$ cat src/rtl/dac_spi_pkg.sv
// Shared types and sizing helpers for the serial DAC writer.
package dac_spi_pkg;

    typedef enum logic [2:0] {
        S_IDLE,
        S_SETUP,
        S_SHIFT,
        S_HOLD,
        S_GAP
    } state_t;

    // Half-periods in one frame including the trailing gap.
    function automatic int unsigned frame_hp(input int unsigned bits, input int unsigned gap);
        return 2 * bits + 2 + gap;
    endfunction

    function automatic int unsigned cnt_w(input int unsigned n);
        return (n <= 1) ? 1 : $clog2(n);
    endfunction

endpackage

$ cat src/rtl/dac_spi_writer_hb_tick_gen.sv
// Half-period rate divider: tick pulses once every HBDIV clk while en is high.
module hb_tick_gen
    import dac_spi_pkg::*;
#(
    parameter int unsigned HBDIV = 4
) (
    input  logic clk,
    input  logic rst,
    input  logic en,
    output logic tick
);

    localparam int unsigned CW = cnt_w(HBDIV);
    localparam logic [CW-1:0] TC = CW'(HBDIV - 1);

    logic [CW-1:0] cnt;

    always_ff @(posedge clk) begin
        if (rst || !en) begin
            cnt <= '0;
        end else if (cnt == TC) begin
            cnt <= '0;
        end else begin
            cnt <= cnt + CW'(1);
        end
    end

    assign tick = en && (cnt == TC);

endmodule

$ cat src/rtl/dac_spi_writer.sv
// Serial DAC driver: valid/ready sample input, MSB-first frames on sck/sync_n/sdo.
// Define DAC_LDAC_EN to add ldac_n, pulsed low for the first gap half-period after each frame.
module dac_spi_writer
    import dac_spi_pkg::*;
#(
    parameter int unsigned HBDIV = 4,
    parameter int unsigned BITS  = 24,
    parameter int unsigned GAP   = 2
) (
    input  logic            clk,
    input  logic            rst,
    input  logic [BITS-1:0] din,
    input  logic            din_valid,
    output logic            din_ready,
    output logic            busy,
    output logic            sck,
    output logic            sync_n,
    output logic            sdo
`ifdef DAC_LDAC_EN
    ,
    output logic            ldac_n
`endif
);

    localparam int unsigned FHP = frame_hp(BITS, GAP);
    localparam int unsigned HW  = cnt_w(FHP);
    localparam logic [HW-1:0] HP_SHIFT_END = HW'(2 * BITS);
    localparam logic [HW-1:0] HP_GAP_FIRST = HW'(2 * BITS + 2);
    localparam logic [HW-1:0] HP_LAST      = HW'(FHP - 1);

    state_t          state, state_nx;
    logic [HW-1:0]   hp, hp_nx;
    logic [BITS-1:0] pend, shifter;
    logic            pend_full, pend_full_nx;
    logic            hb_tick;
    logic            accept, consume, shift_en;
    logic            sync_nx, sck_nx, sdo_nx;
`ifdef DAC_LDAC_EN
    logic            ldac_nx;
`endif

    hb_tick_gen #(.HBDIV(HBDIV)) u_tick (
        .clk  (clk),
        .rst  (rst),
        .en   (state != S_IDLE),
        .tick (hb_tick)
    );

    // hp indexes the half-period within the frame: 0 setup, 1..2*BITS shift
    // (odd = sck high), 2*BITS+1 hold, the remainder is the gap.
    always_comb begin
        state_nx = state;
        hp_nx    = hp;
        if (state == S_IDLE) begin
            hp_nx = '0;
            if (pend_full) state_nx = S_SETUP;
        end else if (hb_tick) begin
            hp_nx = hp + HW'(1);
            case (state)
                S_SETUP: state_nx = S_SHIFT;
                S_SHIFT: if (hp == HP_SHIFT_END) state_nx = S_HOLD;
                S_HOLD:  state_nx = S_GAP;
                S_GAP: begin
                    if (hp == HP_LAST) begin
                        hp_nx    = '0;
                        state_nx = pend_full ? S_SETUP : S_IDLE;
                    end
                end
                default: state_nx = S_IDLE;
            endcase
        end
    end

    // Pin values are computed from the current state and registered, so the
    // bus trails the state register by one clk.
    always_comb begin
        accept       = din_valid && !pend_full;
        consume      = (state_nx == S_SETUP) && (state != S_SETUP);
        pend_full_nx = pend_full;
        if (consume) pend_full_nx = 1'b0;
        if (accept)  pend_full_nx = 1'b1;
        shift_en = (state == S_SHIFT) && hb_tick && !hp[0] && (hp != HP_SHIFT_END);

        sync_nx = 1'b1;
        sck_nx  = 1'b0;
        sdo_nx  = 1'b0;
`ifdef DAC_LDAC_EN
        ldac_nx = 1'b1;
`endif
        case (state)
            S_SETUP: begin
                sync_nx = 1'b0;
                sdo_nx  = shifter[BITS-1];
            end
            S_SHIFT: begin
                sync_nx = 1'b0;
                sck_nx  = hp[0];
                sdo_nx  = shifter[BITS-1];
            end
            S_HOLD: begin
                sync_nx = 1'b0;
                sdo_nx  = sdo;
            end
`ifdef DAC_LDAC_EN
            S_GAP:   ldac_nx = (hp != HP_GAP_FIRST);
`endif
            default: ;
        endcase
    end

    always_ff @(posedge clk) begin
        if (rst) begin
            state     <= S_IDLE;
            hp        <= '0;
            pend      <= '0;
            pend_full <= 1'b0;
            shifter   <= '0;
            din_ready <= 1'b1;
            busy      <= 1'b0;
            sck       <= 1'b0;
            sync_n    <= 1'b1;
            sdo       <= 1'b0;
`ifdef DAC_LDAC_EN
            ldac_n    <= 1'b1;
`endif
        end else begin
            state     <= state_nx;
            hp        <= hp_nx;
            pend_full <= pend_full_nx;
            if (accept) pend <= din;
            if (consume) begin
                shifter <= pend;
            end else if (shift_en) begin
                shifter <= shifter << 1;
            end
            din_ready <= !pend_full_nx;
            busy      <= (state_nx != S_IDLE) || pend_full_nx;
            sck       <= sck_nx;
            sync_n    <= sync_nx;
            sdo       <= sdo_nx;
`ifdef DAC_LDAC_EN
            ldac_n    <= ldac_nx;
`endif
        end
    end

endmodule

$ cat config.mk
export PLATFORM = sky130hd
export DESIGN_NAME = dac_spi_writer
export DESIGN_NICKNAME = d
export VERILOG_FILES = /design/src/rtl/dac_spi_pkg.sv /design/src/rtl/dac_spi_writer_hb_tick_gen.sv /design/src/rtl/dac_spi_writer.sv
export SDC_FILE = /design/constraint.sdc
export NUM_CORES = 1
export LEC_CHECK = 0
export BUFFER_PORTS_ARGS = -buffer_cell sky130_fd_sc_hd__buf_2
export CAP_MARGIN = 10
export CORE_ASPECT_RATIO = 0.7
export CORE_UTILIZATION = 50
export DETAILED_ROUTE_END_ITERATION = 8
export PLACE_DENSITY = 0.73
export SLEW_MARGIN = 20
export SYNTH_ARGS = -nofsm -noshare
export SYNTH_HDL_FRONTEND = slang
export SYNTH_SLANG_ARGS = --single-unit
$ cat constraint.sdc
create_clock -name clk -period 2 [get_ports clk]
set_clock_uncertainty 0.05 [all_clocks]
set_input_delay 0 -clock clk [delete_from_list [all_inputs] [get_ports clk]]
set_output_delay 0 -clock clk [all_outputs]
set_load 0.005 [all_outputs]
==> results of run 1 <==
-- power groups by stage --
stage	logic, mW	registers, mW	clock network [mW]
floorplan	0.470	1.52	0
global placement	0.603	1.53	0
detailed placement	0.620	1.54	0
CTS	0.667	1.51	1.27
global route	0.827	1.52	1.33
finish	0.760	1.51	1.26
-- stage by stage --
step	TNS, ns	std cells	setup slack, ns
floorplan	0	306	0.0412
global placement	0	409	0.0624
detailed placement	-0.0211	409	-0.00719
CTS	0	450	0.0125
global route	-1.37	453	-0.176
finish	-0.224	453	-0.0640
-- worst max-delay path, cell delays in order (launching register included) --
cell and delay, ns:
dfxtp_2 0.33, and4bb_2 0.35, nand3_2 0.10, o221a_1 0.24, or3_4 0.43, clkbuf_16 0.18
a221oi_1 0.28
-- cell usage in the layout (no fill, tap or decap), types with 2 or more instances in the layout --
| cell | synthesis | layout |
|---|---|---|
| buf_4 | 1 | 23 |
| xor2_1 | 3 | 3 |
| nand2_1 | 55 | 54 |
| a21oi_1 | 31 | 31 |
| nand3_1 | 4 | 3 |
| nor2_1 | 31 | 29 |
| dfxtp_2 | 0 | 2 |
| buf_2 | 5 | 31 |
| ha_1 | 3 | 2 |
| bufinv_16 | 0 | 2 |
| a221oi_1 | 7 | 4 |
| mux2i_1 | 25 | 25 |
| a21o_1 | 2 | 2 |
| clkbuf_8 | 0 | 10 |
| dlygate4sd3_1 | 0 | 25 |
| dfxtp_1 | 65 | 63 |
| or3_1 | 3 | 2 |
| buf_12 | 0 | 3 |
| nor2_2 | 1 | 3 |
| clkbuf_16 | 0 | 2 |
| and3_1 | 2 | 2 |
| a221oi_2 | 17 | 19 |
| inv_1 | 5 | 5 |
| nor3_1 | 5 | 5 |
| clkinvlp_4 | 0 | 3 |
-- final cells by class --
| type | instances | area share (%) |
|---|---|---|
| Inverter | 5 | 0.496 |
| Sequential cell | 65 | 34.4 |
| Clock inverter | 6 | 2.41 |
| Clock buffer | 10 | 3.64 |
| Tap cell | 72 | 2.38 |
| Timing Repair Buffer | 84 | 18.2 |
| Multi-Input combinational cell | 211 | 38.4 |
-- timing repair --
action | 4_1_cts | 5_1_grt
pin swaps | 1 | 4
cloned | 0 | 2
setup endpoints to repair | 9 | 25
endpoints found under the hold margin | 25 | 0
gates resized for setup | 3 | 9
buffers inserted | 0 | 1
hold buffers | 25 | 0
-- per-layer routing --
| layer | share of wire (%) | up-vias | global-route usage (%) |
|---|---|---|---|
| met2 | 49 | 57 | 40.3 |
| met3 | 4.1 | 12 | 7.06 |
| met5 | 0 | - | 0 |
| li1 | - | 1221 | - |
| met4 | 1.5 | 0 | 7.81 |
| met1 | 45 | 1160 | 29.0 |
-- logic make-up after synthesis --
logic type	share of synthesized area, %
compound gates	19.9
xor+xnor	1.23
fa+ha+maj	1.32
buf+inv	5.35
flops	45.6
mux	8.77
simple gates	17.8
-- flip-flops by register name (all words and copies together) (netlist names) --
| name | count |
|---|---|
| shifter | 24 |
| pend_full | 1 |
| hp | 6 |
| busy | 1 |
| sync_n | 1 |
| u_tick.cnt | 2 |
| din_ready | 1 |
| pend | 24 |
| state | 3 |
| sck | 1 |
| sdo | 1 |
-- cells in the mapped netlist (2+ instances only) --
master / count
a21o_1: 2
a21oi_1: 31
a221oi_1: 7
a221oi_2: 17
a31oi_1: 2
and3_1: 2
buf_2: 5
buf_6: 4
clkbuf_1: 14
dfxtp_1: 65
ha_1: 3
inv_1: 5
mux2i_1: 25
nand2_1: 55
nand3_1: 4
nor2_1: 31
nor3_1: 5
or3_1: 3
xor2_1: 3
-- how the worst min path moves through the flow --
stage             from  endpoint  slack [ns]
2_1_floorplan   din[0]   pend[0]        0.09
3_3_place_gp    din[1]   pend[1]        0.19
3_5_place_dp   din[10]  pend[10]        0.20
4_1_cts            rst   pend[2]        0.19
5_1_grt            rst   pend[8]        0.26
6_report           rst   pend[5]        0.22
==> results.json, run 1 <==
{
  "max-slew-margin-rel_pct": 44.3,
  "clockPowerShare_pct": 35.6,
  "synth_ff_type": "dfxtp_1",
  "synth_area_leaders": "dfxtp_1, a221oi_2, mux2i_1, nand2_1, a21oi_1",
  "vias": 2450,
  "rsz0062_at_grt": "true",
  "required_ns": 2.19,
  "wl_per_cell_um": 15.2,
  "clk_latency_ns": 0.35,
  "p_sw_share_pct": 28.1,
  "drv_cap": 0,
  "ys_warn_count": 0,
  "cts_sinks": 65,
  "power.total_mw": 3.53,
  "gp_congestion": 0.839,
  "start_util_pct": 53.1,
  "r2r-start": "hp[2]",
  "die-area_um2": 6020,
  "synthCells": 306,
  "ir_worst_vdd_v": 0.000773,
  "ff2ff_setup_slack_ns": -0.06,
  "diodes": 0,
  "status": "finished, violations left",
  "port_buffers": 31,
  "cellLeakagePower_nw": 1.42,
  "cp-end-kind": "register",
  "fin_util_pct": 70.5,
  "crit_fanout": 6,
  "overflow": 0,
  "grt_max_degree": 42,
  "final_cell_area_um2": 3780,
  "num_io_pins": 32,
  "synth_nets": 336,
  "syn_area_per_cell_um2": 9.32,
  "area_delta_synth_final_pct": 32.7,
  "yosys.area.top_type": "dfxtp_1",
  "synth_cell_types": 42,
  "vias_per_cell": 5.41,
  "cts_tree": "built",
  "placed_cell_area_um2": 3200,
  "seqCellArea_um2": 1300,
  "die_w_um": 92.3,
  "worst_pin_slew_ns": 0.835,
  "ant_nets": 0,
  "synth_top_area_share_pct": 45.6,
  "worstPathArrival_ns": 2.26,
  "p_sw_uw": 994,
  "crit_end": "shifter[3]",
  "pwr_density_cell_nw_per_um2": 934,
  "drc": 0,
  "synth-edff-count": 0,
  "cts.clk_slew.worst_paths_ns": 0.07,
  "fp-row-count": 22,
  "setup_viol": 15,
  "syn_area_um2": 2850,
  "max_freq_mhz": 484,
  "fin_crit_sh_pct": 103,
  "grt_usage_pct": 23.7,
  "firstDrtPassIters": 4,
  "hold_viol": 0,
  "fill_cells": 393,
  "hpwl_mm": 4.03,
  "worst_r2r_endpoint": "shifter[3]",
  "synth_seq_cells": 65,
  "sequentialPowerShare_pct": 42.8,
  "clockRootBuffer": "clkbuf_8",
  "clockBufferDepth": 2,
  "async_reset_ff_share_pct": 0,
  "drt_first_iter_violations": 200,
  "core_area_um2": 5370,
  "final_nets": 406,
  "h-tree-depth": 3,
  "grt_pass1_wl_mm": 10.9,
  "crit_start": "hp[2]",
  "ys_seq_area_share_pct": 45.6,
  "slew_violations": 0,
  "violations": "negative setup slack",
  "setup_ws_ns": -0.0640,
  "p_comb_share_pct": 21.5,
  "numCtsBuffers": 9,
  "multi_input_area_um2": 1460,
  "hold_depth": 2,
  "antenna_found_initial": 0,
  "fin_hold_ws_ns": 0.222,
  "die_h_um": 65.2,
  "critical_path_class": "reg -> reg",
  "crit_path_start_kind": "register",
  "drive_above_1_share_pct": 29.1,
  "worst_r2r_path_depth": 6,
  "hold_path.class": "in -> reg",
  "totalWireLength_mm": 6.88,
  "intPower_mw": 2.54,
  "post-route-min-period_ns": 2.06,
  "grt_pass1_vias": 2331
}
No activity file was read; power rests on OpenSTA's default activity.
==> inputs of run 2 (changes only) <==
Settings changed: CELL_PAD_IN_SITES_DETAIL_PLACEMENT set to 0, CELL_PAD_IN_SITES_GLOBAL_PLACEMENT set to 1, CORE_UTILIZATION 50 to 40, PLACE_DENSITY 0.73 to unset, PLACE_DENSITY_LB_ADDON set to 0.1.
==> run 2 against run 1 <==
  * The flow still finishes with violations (negative setup slack)
  * Final area grew 2.0%
  * Count of clock-buffer cells in the layout grew 3
  * Register-to-register slack gained 0.06 ns
  * Core utilization shrank 14 points
  * Global-route usage shrank 3.8 points
  * Setup slack gained 0.059 ns
  * Sequential cell count is the same
  * First-iteration DRC count shrank 62%
  * Final cell count grew 6.2%
  * Via count shrank 2.4%
  * Wire length shrank 2.9%
  * Critical path depth is the same
  * Largest power group unchanged
==> results.json, run 2 (synthesis gave the netlist of run 1 again) <==
{
  "h-tree-depth": 3,
  "die_w_um": 103,
  "clockBufferDepth": 2,
  "port_buffers": 31,
  "rsz0062_at_grt": "true",
  "crit_path_start_kind": "register",
  "final_cells": 481,
  "die_h_um": 72.7,
  "placed_cell_area_um2": 3270,
  "grt_usage_pct": 19.9,
  "hpwl_mm": 4.26,
  "totalWireLength_mm": 6.69,
  "wl_per_cell_um": 13.9,
  "violations": "negative setup slack",
  "core_area_um2": 6820,
  "status": "finished, violations left",
  "worstPathArrival_ns": 2.21,
  "fp-row-count": 25,
  "drv_cap": 0,
  "antenna_found_initial": 0,
  "path_cells": "or2_2 -> a21o_1 -> a31oi_2 -> or3_4 -> buf_8 -> a221oi_1",
  "ir_worst_vdd_v": 0.000384,
  "max-slew-margin-rel_pct": 62.7,
  "path_buf_inv": 1,
  "final.setup.tns_ns": -0.00980,
  "fin_util_pct": 56.6,
  "cts.clk_slew.worst_paths_ns": 0.07,
  "fin_hold_ws_ns": 0.0985,
  "critical_path_class": "reg -> reg",
  "r2r-start": "state[0]",
  "cts_sinks": 65,
  "setup_viol": 2,
  "clockRootBuffer": "clkbuf_8",
  "worst_pin_slew_ns": 0.560,
  "hold_path.class": "in -> reg",
  "pwr_density_cell_nw_per_um2": 879,
  "min-delay-start": "rst",
  "max_freq_mhz": 499,
  "area_delta_synth_final_pct": 35.3,
  "drt_first_iter_violations": 77,
  "top_regs": "pend x24, shifter x24, hp x6",
  "grt_pass1_vias": 2224,
  "fin_crit_sh_pct": 100,
  "clk_latency_ns": 0.34,
  "numCtsBuffers": 9,
  "start_util_pct": 41.8,
  "drive_above_1_share_pct": 31.0,
  "critPathMaxStageDelay_ns": 0.50,
  "cellLeakagePower_nw": 1.45,
  "diodes": 0,
  "ff2ff_setup_slack_ns": -0.005,
  "required_ns": 2.20,
  "firstDrtPassIters": 4,
  "ant_nets": 0,
  "vias_per_cell": 4.97,
  "crit_start": "state[0]",
  "placed_cells": 437,
  "crit_fanout": 13,
  "num_io_pins": 32,
  "slew_violations": 0,
  "cts_tree": "built",
  "final_nets": 412,
  "drc": 0,
  "fill_cells": 639,
  "vias": 2390,
  "setup_ws_ns": -0.00526,
  "final_cell_area_um2": 3860,
  "overflow": 0,
  "slowest_stage": "dfxtp_1",
  "die-area_um2": 7480,
  "grt_max_degree": 28,
  "layout_common_cells": "dfxtp_1, nand2_1, a21oi_1, buf_2, nor2_1",
  "gp_congestion": 0.774,
  "final_common_cell": "dfxtp_1",
  "post-route-min-period_ns": 2.01,
  "hold_viol": 0,
  "grt_pass1_wl_mm": 11.0,
  "post-place-ws_ns": -0.0110,
  "power.total_mw": 3.39,
  "cp-end-kind": "register",
  "cp_top_family": "simple AND/OR/NAND/NOR gates"
}
run 2: area by class of cell:
type / instances / area, µm² / share of cell area (%)
Tap cell: 94 / 118 / 3.05
Inverter: 5 / 18.8 / 0.486
Timing Repair Buffer: 90 / 739 / 19.2
Clock inverter: 3 / 40.0 / 1.04
Clock buffer: 13 / 149 / 3.86
Multi-Input combinational cell: 211 / 1490 / 38.6
Sequential cell: 65 / 1310 / 33.8
run 2: worst reg2reg max path: cells and delay by family (launching register included):
family	cells	cell delay, ns
AND/OR/NAND/NOR	2	0.69
AO/OA/AOI/OAI	3	0.51
flip-flops	1	0.50
buffers and inverters	1	0.18
run 2: path summary, 6_finish.rpt:
kind	end	depth (start not counted)
max	shifter[3]	6
min	pend[6]	2
max reg2reg	shifter[3]	6
min reg2reg	u_tick.cnt[0]	1
run 2: repair_timing:
action,in CTS,in global routing
setup buffers,0,2
endpoints found under the hold margin,25,0
hold buffers,25,0
gates cloned,0,1
pin swaps,1,2
resized for setup,6,18
endpoints found under the setup margin,13,23
run 2: metal layers:
| layer | GRT usage (%) | share of wire (%) |
|---|---|---|
| met1 | 29.0 | 53 |
| met2 | 27.4 | 42 |
| met3 | 6.03 | 3.6 |
| met4 | 7.51 | 1.1 |
| met5 | 0 | 0 |
run 2: report_power, final:
group	internal (mW)	switching, mW
logic	0.393	0.391
clock network	0.607	0.487
registers	1.43	0.0766
total	2.44	0.955
==> inputs of run 3 (changes only) <==
Settings changed: CORE_ASPECT_RATIO 0.7 to unset.
==> run 3 against run 2 <==
  * The run now ends clean
  * First-iteration DRC count increased by 64%
  * Count of clock-buffer cells in the layout fell by 2
  * Final cell count grew 0.21%
  * Die area about the same
  * Critical path depth unchanged
  * Wire length decreased by 3.7%
  * Final area shrank 0.65%
  * Register-to-register slack gained 0.02 ns
  * Via count fell by 2.2%
  * Setup slack better by 0.020 ns
  * Non-clock buffer count decreased by 1
  * Global-route usage shrank 1.1 points
  * Critical path type unchanged
  * Largest cell class unchanged
==> results.json, run 3 (synthesis gave the netlist of run 1 again) <==
{
  "multi_input_area_um2": 1470,
  "gp_congestion": 0.774,
  "max_freq_mhz": 504,
  "grt_usage_pct": 18.9,
  "crit_fanout": 8,
  "die_w_um": 86.5,
  "core_area_um2": 6830,
  "h-tree-depth": 3,
  "die-area_um2": 7470,
  "top_regs": "pend x24, shifter x24, hp x6",
  "setup_viol": 0,
  "critical_path_class": "reg -> reg",
  "path_depth": 6,
  "fp-row-count": 30,
  "hold_viol": 0,
  "final_common_cell": "dfxtp_1",
  "cp_top_family": "simple AND/OR/NAND/NOR gates",
  "drive_above_1_share_pct": 30.8,
  "wl_per_cell_um": 13.4,
  "status": "finished clean",
  "layout_common_cells": "dfxtp_1, nand2_1, a21oi_1, buf_2, nor2_1",
  "hold_depth": 2,
  "start_util_pct": 41.8,
  "pwr_density_cell_nw_per_um2": 855,
  "grt_pass1_wl_mm": 10.9,
  "power.total_mw": 3.28,
  "clockBufferDepth": 2,
  "numCtsBuffers": 9,
  "cts_tree": "built",
  "path_cells": "and4bb_4 -> nand2_2 -> o221a_1 -> or3_4 -> buf_6 -> a221oi_2",
  "rsz0062_at_grt": "true",
  "firstDrtPassIters": 4,
  "slowest_stage": "or3_4",
  "crit_path_start_kind": "register",
  "grt_max_degree": 32,
  "cp-end-kind": "register",
  "placed_cell_area_um2": 3230,
  "post-route-min-period_ns": 1.99,
  "cts_sinks": 65,
  "ir_worst_vdd_v": 0.000388,
  "final_nets": 411,
  "overflow": 0,
  "max-slew-margin-rel_pct": 57.0,
  "ant_nets": 0,
  "cts.clk_slew.worst_paths_ns": 0.07,
  "hpwl_mm": 4.07,
  "antenna_found_initial": 0,
  "drt_first_iter_violations": 126,
  "path_buf_inv": 1,
  "worst_r2r_path_depth": 6,
  "port_buffers": 31,
  "diodes": 0,
  "vias_per_cell": 4.85,
  "required_ns": 2.20,
  "final.setup.tns_ns": 0,
  "vias": 2337,
  "num_io_pins": 32,
  "met2_usage_pct": 29.1,
  "totalWireLength_mm": 6.44,
  "clk_latency_ns": 0.34,
  "fin_crit_sh_pct": 99.3,
  "hold_path.class": "in -> reg",
  "worstPathArrival_ns": 2.18,
  "die_h_um": 86.5,
  "worst_pin_slew_ns": 0.646,
  "final_cell_area_um2": 3830,
  "top_usage_layer": "met2",
  "critPathMaxStageDelay_ns": 0.42,
  "fill_cells": 650,
  "clockRootBuffer": "clkbuf_8",
  "grt_use_met3_pct": 4.57,
  "cellLeakagePower_nw": 1.43,
  "grt_pass1_vias": 2270,
  "drc": 0,
  "seqCellArea_um2": 1310,
  "drv_cap": 0,
  "use_met1_pct": 25.3,
  "area_delta_synth_final_pct": 34.4,
  "slew_violations": 0
}
[run 3: power by group]
group / internal, mW / switching, mW / leakage, nW
clock network: 0.510 / 0.510 / 0.0911
registers: 1.44 / 0.0738 / 0.534
logic: 0.366 / 0.382 / 0.802
total: 2.31 / 0.966 / 1.43
[run 3: final cells by class]
type | count | share of cell area [%]
clock inverter | 5 | 0.783
multi-input combinational | 211 | 38.4
sequential | 65 | 34.0
clock buffer | 11 | 3.95
tap | 96 | 3.13
timing repair buffer | 89 | 19.2
inverter | 5 | 0.490
[run 3: stage by stage]
step                setup slack, ns  utilization [%]  hold slack (ns)  instances
floorplan                    0.0412                -           0.0860        306
global placement            -0.0449             47.3            0.190        435
detailed placement          -0.0718             47.3            0.197        435
CTS                        -0.00296             54.2            0.127        478
global route                -0.0408             56.1            0.159        482
finish                       0.0143             56.1            0.135        482
[run 3: timing repair]
| action | in CTS | in global routing |
|---|---|---|
| endpoints found under the hold margin | 25 | 0 |
| gates resized for setup | 7 | 16 |
| pin swaps | 2 | 5 |
| endpoints found under the setup margin | 23 | 24 |
| gates cloned | 0 | 1 |
| setup buffers | 2 | 3 |
| hold buffers | 25 | 0 |
[run 3: path summary, 6_finish.rpt]
check | startpoint | end | slack [ns]
max | hp[3] | shifter[22] | 0.01
min | rst | state[2] | 0.14
min reg2reg | u_tick.cnt[0] | u_tick.cnt[0] | 0.38
max reg2reg | hp[3] | shifter[22] | 0.01
[run 3: worst register-to-register path: stages, from the launching register on]
cell and delay [ns]:
dfxtp_2 0.32, and4bb_4 0.36, nand2_2 0.07, o221a_1 0.26, or3_4 0.42, buf_6 0.16
a221oi_2 0.26
[run 3: per-layer routing]
layer	vias up	share of wire (%)
met5	-	0
met4	0	1.4
met3	9	2.4
met2	41	44
met1	1058	52
li1	1229	-
